==> config.mk <==
export PLATFORM = sky130hd
export DESIGN_NAME = hash_inverse_shared_stream
export DESIGN_NICKNAME = d
export VERILOG_FILES = /design/src/rtl/hash_inverse_shared_stream_pkg.sv /design/src/rtl/hash_inverse_shared_stream_map.sv /design/src/rtl/hash_inverse_shared_stream.sv
export SDC_FILE = /design/constraint.sdc
export NUM_CORES = 1
export LEC_CHECK = 0
export CAP_MARGIN = 0
export CORE_MARGIN = 3
export CORE_UTILIZATION = 45
export DETAILED_ROUTE_END_ITERATION = 7
export GPL_TIMING_DRIVEN = 0
export HOLD_SLACK_MARGIN = 0.03
export PLACE_DENSITY = 0.72
export SLEW_MARGIN = 15
export SYNTH_ARGS = -nofsm -noshare
export SYNTH_HDL_FRONTEND = slang
export SYNTH_SLANG_ARGS = --single-unit
==> constraint.sdc <==
create_clock -name clk_i -period 4.7 [get_ports clk_i]
set_input_delay 0.705 -clock clk_i [delete_from_list [all_inputs] [get_ports clk_i]]
set_output_delay 0.705 -clock clk_i [all_outputs]
set_load 0.05 [all_outputs]
==> src/rtl/hash_inverse_shared_stream_pkg.sv <==
// Shared types and constants for the streaming inverse shared-array hash.
// Widths here are the defaults the top and mapper parameters pick up.
package hash_inverse_shared_stream_pkg;

  localparam int x_cord_width_gp        = 2;
  localparam int y_cord_width_gp        = 2;
  localparam int hash_width_gp          = 4;
  localparam int len_width_gp           = 8;
  localparam int epa_word_addr_width_gp = 4;

  // Largest stripe hash that maps to a real EVA layout.
  localparam int hash_max_gp = 3;

  typedef enum logic {
    IDLE   = 1'b0,
    STREAM = 1'b1
  } state_e;

  typedef struct packed {
    logic [x_cord_width_gp-1:0]        x;
    logic [y_cord_width_gp-1:0]        y;
    logic [hash_width_gp-1:0]          hash;
    logic [epa_word_addr_width_gp-1:0] addr;
    logic [len_width_gp-1:0]           len;
  } req_t;

endpackage

==> src/rtl/hash_inverse_shared_stream_map.sv <==
// Combinational (x, y, hash, addr) -> shared EVA mapper: eva = {a[aw-1:h], y, x, a[h-1:0]}.
// Hashes above the legal maximum map to zero.
module hash_inverse_shared
  import hash_inverse_shared_stream_pkg::*;
#(
  parameter int x_cord_width_p = x_cord_width_gp,
  parameter int y_cord_width_p = y_cord_width_gp,
  parameter int hash_width_p   = hash_width_gp,
  parameter int aw_p           = epa_word_addr_width_gp,
  parameter int width_p        = x_cord_width_p + y_cord_width_p + aw_p
) (
  input  logic [x_cord_width_p-1:0] x_i,
  input  logic [y_cord_width_p-1:0] y_i,
  input  logic [hash_width_p-1:0]   hash_i,
  input  logic [aw_p-1:0]           addr_i,
  output logic [width_p-1:0]        eva_o
);

  logic [width_p-1:0] a_ext;
  logic [width_p-1:0] yx_ext;
  logic [width_p-1:0] low_mask;
  int                 hs;

  always_comb begin
    eva_o    = '0;
    a_ext    = width_p'(addr_i);
    yx_ext   = width_p'({y_i, x_i});
    low_mask = '0;
    hs       = 0;
    if (hash_i <= hash_width_p'(hash_max_gp)) begin
      hs       = 32'(hash_i);
      low_mask = (width_p'(1) << hs) - width_p'(1);
      // High address bits move above the tile coordinates; low h bits stay in place.
      eva_o    = ((a_ext >> hs) << (hs + x_cord_width_p + y_cord_width_p))
               | (yx_ext << hs)
               | (a_ext & low_mask);
    end
  end

endmodule

==> src/rtl/hash_inverse_shared_stream.sv <==
// Streams shared EVAs for a run of local words, one beat per cycle under v_o/yumi_i.
// HASH_INVERSE_SHARED_RANGE_CHECK_EN adds err_o for illegal hash and address wrap.
module hash_inverse_shared_stream
  import hash_inverse_shared_stream_pkg::*;
#(
  parameter int x_cord_width_p = x_cord_width_gp,
  parameter int y_cord_width_p = y_cord_width_gp,
  parameter int hash_width_p   = hash_width_gp,
  parameter int len_width_p    = len_width_gp,
  parameter int width_p        = x_cord_width_p + y_cord_width_p + epa_word_addr_width_gp
) (
  input  logic                              clk_i,
  input  logic                              reset_i,
  input  logic                              v_i,
  output logic                              ready_o,
  input  logic [x_cord_width_p-1:0]         x_i,
  input  logic [y_cord_width_p-1:0]         y_i,
  input  logic [hash_width_p-1:0]           hash_i,
  input  logic [epa_word_addr_width_gp-1:0] addr_i,
  input  logic [len_width_p-1:0]            len_i,
  output logic                              v_o,
  output logic [width_p-1:0]                eva_o,
  output logic                              last_o,
`ifdef HASH_INVERSE_SHARED_RANGE_CHECK_EN
  output logic                              err_o,
`endif
  input  logic                              yumi_i
);

  state_e state_q, state_d;
  req_t   req_q,   req_d;
  logic   last_q,  last_d;
  logic   err_q,   err_d;

  always_ff @(posedge clk_i or posedge reset_i) begin
    if (reset_i) begin
      state_q <= IDLE;
      req_q   <= '0;
      last_q  <= 1'b0;
      err_q   <= 1'b0;
    end else begin
      state_q <= state_d;
      req_q   <= req_d;
      last_q  <= last_d;
      err_q   <= err_d;
    end
  end

  always_comb begin
    state_d = state_q;
    req_d   = req_q;
    last_d  = last_q;
    err_d   = 1'b0;
    case (state_q)
      IDLE: begin
        if (v_i) begin
          req_d.x    = x_i;
          req_d.y    = y_i;
          req_d.hash = hash_i;
          req_d.addr = addr_i;
          req_d.len  = len_i;
          last_d     = (len_i == '0);
`ifdef HASH_INVERSE_SHARED_RANGE_CHECK_EN
          if (hash_i > hash_width_p'(hash_max_gp)) begin
            err_d  = 1'b1;
            last_d = 1'b0;
          end else begin
            state_d = STREAM;
          end
`else
          state_d = STREAM;
`endif
        end
      end
      STREAM: begin
        if (yumi_i) begin
          if (last_q) begin
            state_d = IDLE;
            last_d  = 1'b0;
          end else begin
            req_d.addr = req_q.addr + 1'b1;
            req_d.len  = req_q.len - 1'b1;
            // len counts remaining beats after this one, so 1 means the next beat is final.
            last_d     = (req_q.len == len_width_p'(1));
            err_d      = &req_q.addr;
          end
        end
      end
      default: state_d = IDLE;
    endcase
  end

  hash_inverse_shared #(
    .x_cord_width_p(x_cord_width_p),
    .y_cord_width_p(y_cord_width_p),
    .hash_width_p  (hash_width_p),
    .aw_p          (epa_word_addr_width_gp),
    .width_p       (width_p)
  ) u_map (
    .x_i   (req_q.x),
    .y_i   (req_q.y),
    .hash_i(req_q.hash),
    .addr_i(req_q.addr),
    .eva_o (eva_o)
  );

  assign ready_o = (state_q == IDLE);
  assign v_o     = (state_q == STREAM);
  assign last_o  = last_q;

`ifdef HASH_INVERSE_SHARED_RANGE_CHECK_EN
  assign err_o = err_q;
`else
  logic unused_err;
  assign unused_err = err_q;
`endif

endmodule

==> metrics.md, run 1 <==
| Metric | Value |
|---|---|
| Most common cell after layout, fill and taps aside | `clkdlybuf4s50_1` |
| Hold Buf Count CTS | `0` |
| Peak Freq | `between 200 and 300 MHz` |
| Crit end category | `primary output` |
| Cells after synthesis | `between 150 and 200` |
| Multi-input logic area | `~940 µm²` |
| Synth Area in Adders | `0.0551` |
| Syn Area/Cell | `between 8 and 9 µm²` |
| CP startpoint kind | `register` |
| Reg2reg end | `req_q[6]` |
| Drt first pass iters | `4` |
| Share of flip-flops with an asynchronous set or reset | `1.00` |
| Placed cells | `around 270` |
| Top cells by area, synth | `dfrtp_1 35%, nand2_1 6.4%, ha_1 5.5%, a31oi_1 3.1%, inv_1 3.1%` |
| Yosys top cell by area | `dfrtp_1` |
| Worst r2r path cells | `5` |
| H-tree levels | `1` |
| Seq/Total Area, Yosys | `0.346` |
| Via/cell ratio | `5.97` |
| Crit Path Class | `register to primary output` |
| Buf/Inv on CP | `3` |
| Worst skew pair latency | `~0.32 ns` |
| CP peak stage delay | `approximately 0.84 ns` |
| Vias in the first global route | `approximately 1,600` |
| Min-Delay Endpoint | `req_q[1]` |
| Clock root buffer | `clkbuf_4` |
| Final worst-path cycle share | `0.825` |
| CTS sink cnt | `22` |
| Setup TNS | `0 ns` |
| Final-report setup violation count | `0` |
| Num CTS Buffers | `3` |
| Flip-flop and latch count after synthesis | `22` |
| P&R area growth vs syn | `27.6%` |
| Largest family of logic cells by synthesized area | `simple AND/OR/NAND/NOR gates` |
| WP data required | `3.99 ns` |
| I/O Buffers | `33` |
| Die Area | `roughly 4300 µm²` |
| Finished Layout Cells | `approximately 270` |
| # resized after CTS | `0` |
| Share of cells above drive strength 1 | `0.0667` |
| Leakage | `between 0.8 and 0.9 nW` |
| First-pass GRT wire length | `7690 µm` |
| Worst R2R Start | `req_q[0]` |
| DRT iter0 DRCs | `112` |
| Mux cell area share after synthesis | `0.0677` |
| Top delay family on crit path | `buffers and inverters` |
| Post-detail-place hpwl | `~3300 µm` |
| Register clock-pin slew on the reported worst setup and hold paths | `between 0.1 and 0.15 ns` |
| Worst-Margin Slew | `0.863 ns` |
| Starting Density | `0.496` |
| Number of antenna diodes | `0` |
| Storage cell area | `~550 µm²` |
| CP max stage cell | `clkdlybuf4s50_1` |
| Num rows | `20` |
| Hold path startpoint | `req_q[1]` |
| Hold path depth | `2` |
| Total grt overflow | `0` |
| Vias | `1,606` |
| Hold Crit Class | `register to register` |
| Critical path peak fanout | `10` |
| Final wirelength | `between 4000 and 5000 µm` |
| Post-synth top area share | `0.346` |
| Period minus WS final | `between 3 and 4 ns` |
| VDD IR-drop max | `roughly 0.00035 V` |
| Number of warnings printed during yosys synthesis | `0` |
| PD cells | `between 700 and 800 nW/µm²` |
| CTS Buffer Depth | `2` |
| Post-DRT Antenna Nets | `0` |
| Number of synthesized flops with an enable pin | `0` |
| Setup bufs post-CTS | `0` |
| Worst clock skew | `roughly 0.0031 ns` |
| I/O pins | `35` |
| Initial antenna violation count | `0` |
| Compound-gate portion of the synthesized area | `0.194` |
| TritonCTS clock tree | `done` |
| Max-Cap Viols | `0` |
| Syn Nets | `approximately 220` |
| Routability cong. | `around 0.9` |
| Die Y | `between 60 and 70 µm` |
| CP cell instances | `clkbuf_1 > inv_1 > ha_1 > nor3_1 > a22oi_1 > o31ai_1 > clkdlybuf4s50_1` |
| Mapped cell area | `approximately 1600 µm²` |
| Synth Area in Simple Gates | `0.272` |
| Fill count | `about 310` |
| Net count, final | `257` |
| Largest net degree at the start of global routing | `23` |
| Ys flop type | `dfrtp_1` |
| Slew margin rel. | `0.424` |
| Status | `complete, no violations` |
| Die width | `roughly 65 µm` |
| DR DRC count | `0` |
| RSZ-0062 raised after global routing | `no` |
| Xor-xnor portion of the synthesized cell area | `0.00551` |
| CP arrival | `around 3.2 ns` |
| Most frequent cells in the layout | `33 x clkdlybuf4s50_1, 27 x nand2_1, 22 x dfrtp_1` |
| Post-synth cell types | `41` |
| GRT Total Usage | `0.226` |
| Total power | `around 1.5 mW` |
| FF-to-FF setup slack | `around 2.9 ns` |
| Fin. max-slew vios | `0` |
| Routed WL per cell | `16.5 µm` |
| Final hold vios | `0` |
| Core area | `3200 µm²` |
worst max path at each step:
stage               depth (start not counted)      start        to
finish                                      7  req_q[14]  eva_o[5]
global route                                7  req_q[14]  eva_o[5]
CTS                                         7  req_q[14]  eva_o[5]
detailed placement                          7  req_q[14]  eva_o[5]
global placement                            7  req_q[14]  eva_o[5]
floorplan                                   6  req_q[14]  eva_o[5]
registers in the layout (all words and copies together) (netlist names):
register and cells:
last_o 1, v_o 1, req_q 20
synth_stat cells, types with 5 or more instances:
library cell	n
nand4_1	5
a31oi_1	8
nand2_1	27
nor2b_1	5
nor2_1	10
ha_1	7
inv_1	13
nor3_1	6
dfrtp_1	22
clkbuf_1	7
o21ai_0	5
nor3b_1	5
nand3_1	6
worst reg2reg max path, stage by stage, from the launching register on:
cell and delay [ns]:
dfrtp_1 0.44, inv_1 0.09, ha_1 0.22, or4b_1 0.47, a2111oi_0 0.42, nor4_1 0.10
final cells by class:
cell class,count,area share
clock buffer,3,0.0111
tap,44,0.0272
buffer,11,0.0228
clock inverter,1,0.0148
multi-input combinational,142,0.465
sequential,22,0.272
inverter,13,0.0241
timing repair buffer,33,0.163
per-layer routing:
metal,track usage,part of all wire
met2,0.378,0.48
met1,0.302,0.45
met4,0.0725,0.010
met3,0.0308,0.053
met5,0,0
through the flow:
step                      utilization  cell area, µm²  hold slack (ns)  worst slack, ns
after detailed placement        0.616            1970            0.542             1.21
after global routing            0.633            2030            0.616            0.598
after floorplan                     -            1590            0.493             1.40
after CTS                       0.633            2030            0.570            0.826
final                           0.633            2030            0.571            0.820
after global placement          0.616            1970            0.528             1.27
power by group:
part	internal, mW	total (mW)	switching, mW
Sequential	0.275	0.396	0.121
Clock	0.0863	0.152	0.0657
Combinational	0.378	0.945	0.568
logic make-up after synthesis:
family | after synthesis
and+or+nand+nor | 82
AOI/OAI and AO/OA | 43
adders and majority gates | 7
buffers and inverters | 24
DFF | 22
xor gates and xnor gates | 1
muxes | 9
No activity file was read; power rests on OpenSTA's default activity.
==> inputs of run 2 (changes only) <==
==> constraint.sdc (replaced) <==
create_clock -name clk_i -period 3.8 [get_ports clk_i]
set_input_delay 0.57 -clock clk_i [delete_from_list [all_inputs] [get_ports clk_i]]
set_output_delay 0.57 -clock clk_i [all_outputs]
set_load 0.05 [all_outputs]
==> run 2 against run 1 <==
Net effect:
- critical path depth unchanged
- via count about the same
- combinational power is 24% higher
- non-clock buffer count stayed put
- clock skew grew 0.0011 ns
- critical endpoint is now eva_o[7]
- largest power group unchanged
==> metrics.md, run 2 (synthesis gave the netlist of run 1 again) <==
| Metric | Value |
|---|---|
| Status | `complete, no violations` |
| First-pass GRT wire length | `approximately 7700 µm` |
| Biggest register | `req_q` |
| GR Util met1 | `0.302` |
| Hold path startpoint | `v_i` |
| Post-DRT Antenna Nets | `0` |
| Worst-Margin Slew | `0.864 ns` |
| WP data required | `3.23 ns` |
| Max reg flops | `20` |
| Final wirelength | `~4500 µm` |
| Core area | `around 3200 µm²` |
| Fill count | `between 300 and 400` |
| Crit Path Class | `register to primary output` |
| PD cells | `910 nW/µm²` |
| Clock root buffer | `clkbuf_4` |
| Post-detail-place hpwl | `~3300 µm` |
| I/O pins | `35` |
| VDD IR-drop max | `approximately 0.00044 V` |
| FF-to-FF setup slack | `1.95 ns` |
| Leakage | `~0.89 nW` |
| Peak Freq | `around 280 MHz` |
| Drt first pass iters | `4` |
| Number of antenna diodes | `0` |
| Net count, final | `around 260` |
| Hold Buf Count CTS | `0` |
| H-tree levels | `1` |
| Top delay family on crit path | `buffers and inverters` |
| Fin. max-slew vios | `0` |
| Hold path depth | `3` |
| Critical path peak fanout | `10` |
| TritonCTS clock tree | `done` |
| Worst skew pair latency | `approximately 0.33 ns` |
| RSZ-0062 raised after global routing | `no` |
| Hold Crit Class | `primary input to register` |
| GRT met2 Usage | `0.378` |
| DRT iter0 DRCs | `between 100 and 150` |
| P&R area growth vs syn | `27.9%` |
| CP peak stage delay | `a little over 0.8 ns` |
| Most common cell after layout, fill and taps aside | `clkdlybuf4s50_1` |
| Worst r2r path cells | `5` |
| Die Area | `approximately 4300 µm²` |
| Busiest metal layer after global routing | `met2` |
| GRT Total Usage | `0.226` |
| Final hold vios | `0` |
| Buf/Inv on CP | `3` |
| Finished Layout Cells | `about 270` |
| DR DRC count | `0` |
| Max-Cap Viols | `0` |
| Starting Density | `0.496` |
| Final worst-path cycle share | `0.941` |
| Register clock-pin slew on the reported worst setup and hold paths | `around 0.14 ns` |
| I/O Buffers | `33` |
| Crit end category | `primary output` |
| Slew margin rel. | `0.423` |
| CP cell instances | `clkbuf_1 > inv_1 > ha_1 > nor3_1 > a22oi_1 > nor2_1 > clkdlybuf4s50_1` |
| CTS Buffer Depth | `2` |
| Worst R2R Start | `req_q[0]` |
| Vias | `roughly 1,600` |
| Die Y | `between 60 and 70 µm` |
| Placed cells | `265` |
| Largest net degree at the start of global routing | `23` |
| Period minus WS final | `3.58 ns` |
| Routed WL per cell | `16.6 µm` |
| Total grt overflow | `0` |
| Vias in the first global route | `1,618` |
| CP arrival | `roughly 3 ns` |
| Num rows | `20` |
| Initial antenna violation count | `0` |
| CP startpoint kind | `register` |
| CP max stage cell | `clkdlybuf4s50_1` |
| CTS sink cnt | `22` |
| Via/cell ratio | `5.97` |
| Reg2reg end | `req_q[6]` |
| Die width | `about 65 µm` |
| Worst clock skew | `0.00426 ns` |
| Setup TNS | `0 ns` |
| Global routing usage on met3 | `0.0308` |
| Final-report setup violation count | `0` |
| Min-Delay Endpoint | `v_o` |
| Most frequent cells in the layout | `31 x clkdlybuf4s50_1, 27 x nand2_1, 22 x dfrtp_1` |
| Routability cong. | `between 0.8 and 0.9` |
| Num CTS Buffers | `3` |
| Share of cells above drive strength 1 | `0.0667` |
## run 2: changes by cell type in the layout (fill, tap and decap cells not counted)
cell,change
dlymetal6s2s_1,+2
clkdlybuf4s50_1,-2
## run 2: layout make-up
class / count / area (µm²) / share of cell area
Inverter: 13 / 48.8 / 0.0240
Clock buffer: 3 / 22.5 / 0.0111
Buffer: 11 / 46.3 / 0.0228
Clock inverter: 1 / 30.0 / 0.0148
Tap cell: 44 / 55.1 / 0.0271
Sequential cell: 22 / 551 / 0.271
Multi-Input combinational cell: 142 / 943 / 0.464
Timing Repair Buffer: 33 / 335 / 0.165
## run 2: tightest hold or removal path, delay by kind of cell
kind / cells / cell delay (ns)
compound gates: 1 / 0.05
buf+inv: 1 / 0.15
simple gates: 1 / 0.09
## run 2: report_power, final
part | internal (mW) | switching (mW) | total (mW)
Sequential | 0.340 | 0.150 | 0.490
Combinational | 0.467 | 0.703 | 1.17
Clock | 0.107 | 0.0817 | 0.188
## run 2: routing by layer
metal | vias up | wire length, µm
met5 | - | 0
met1 | 771 | 2020
met2 | 54 | 2150
met3 | 6 | 237
li1 | 774 | -
met4 | 0 | 45
## run 2: worst max path at each step
stage                         start       end  slack (ns)  cells past startpoint
after floorplan           req_q[14]  eva_o[5]        0.63                      6
after global placement    req_q[14]  eva_o[5]        0.51                      7
after detailed placement  req_q[14]  eva_o[5]        0.44                      7
after CTS                 req_q[14]  eva_o[5]        0.06                      7
after global routing      req_q[14]  eva_o[6]        0.04                      7
final                     req_q[14]  eva_o[7]        0.22                      7
## run 2: what timing repair did
item                       CTS  global route
buffers inserted             0             0
setup endpoints to repair    0             2
gates resized for setup      0             2
## run 2: per-stage QoR
| stage | setup slack [ns] | instance area, µm² | hold WS, ns | power (mW) | utilization |
|---|---|---|---|---|---|
| 4_1_cts | 0.0611 | 2030 | 0.548 | 1.84 | 0.633 |
| 3_3_place_gp | 0.506 | 1970 | 0.528 | 1.62 | 0.616 |
| 6_report | 0.223 | 2030 | 0.560 | 1.85 | 0.634 |
| 3_5_place_dp | 0.444 | 1970 | 0.542 | 1.65 | 0.616 |
| 5_1_grt | 0.0395 | 2030 | 0.597 | 1.99 | 0.634 |
| 2_1_floorplan | 0.632 | 1590 | 0.493 | 1.31 | - |
==> inputs of run 3 (changes only) <==
--- a/config.mk
+++ b/config.mk
@@ -12,6 +12,7 @@
 export GPL_TIMING_DRIVEN = 0
 export HOLD_SLACK_MARGIN = 0.03
 export PLACE_DENSITY = 0.72
+export SKIP_CTS_REPAIR_TIMING = 1
 export SLEW_MARGIN = 15
 export SYNTH_ARGS = -nofsm -noshare
 export SYNTH_HDL_FRONTEND = slang
==> results of run 3 <==
Same layout as run 2: the final DEF is identical, and so are final timing and power.
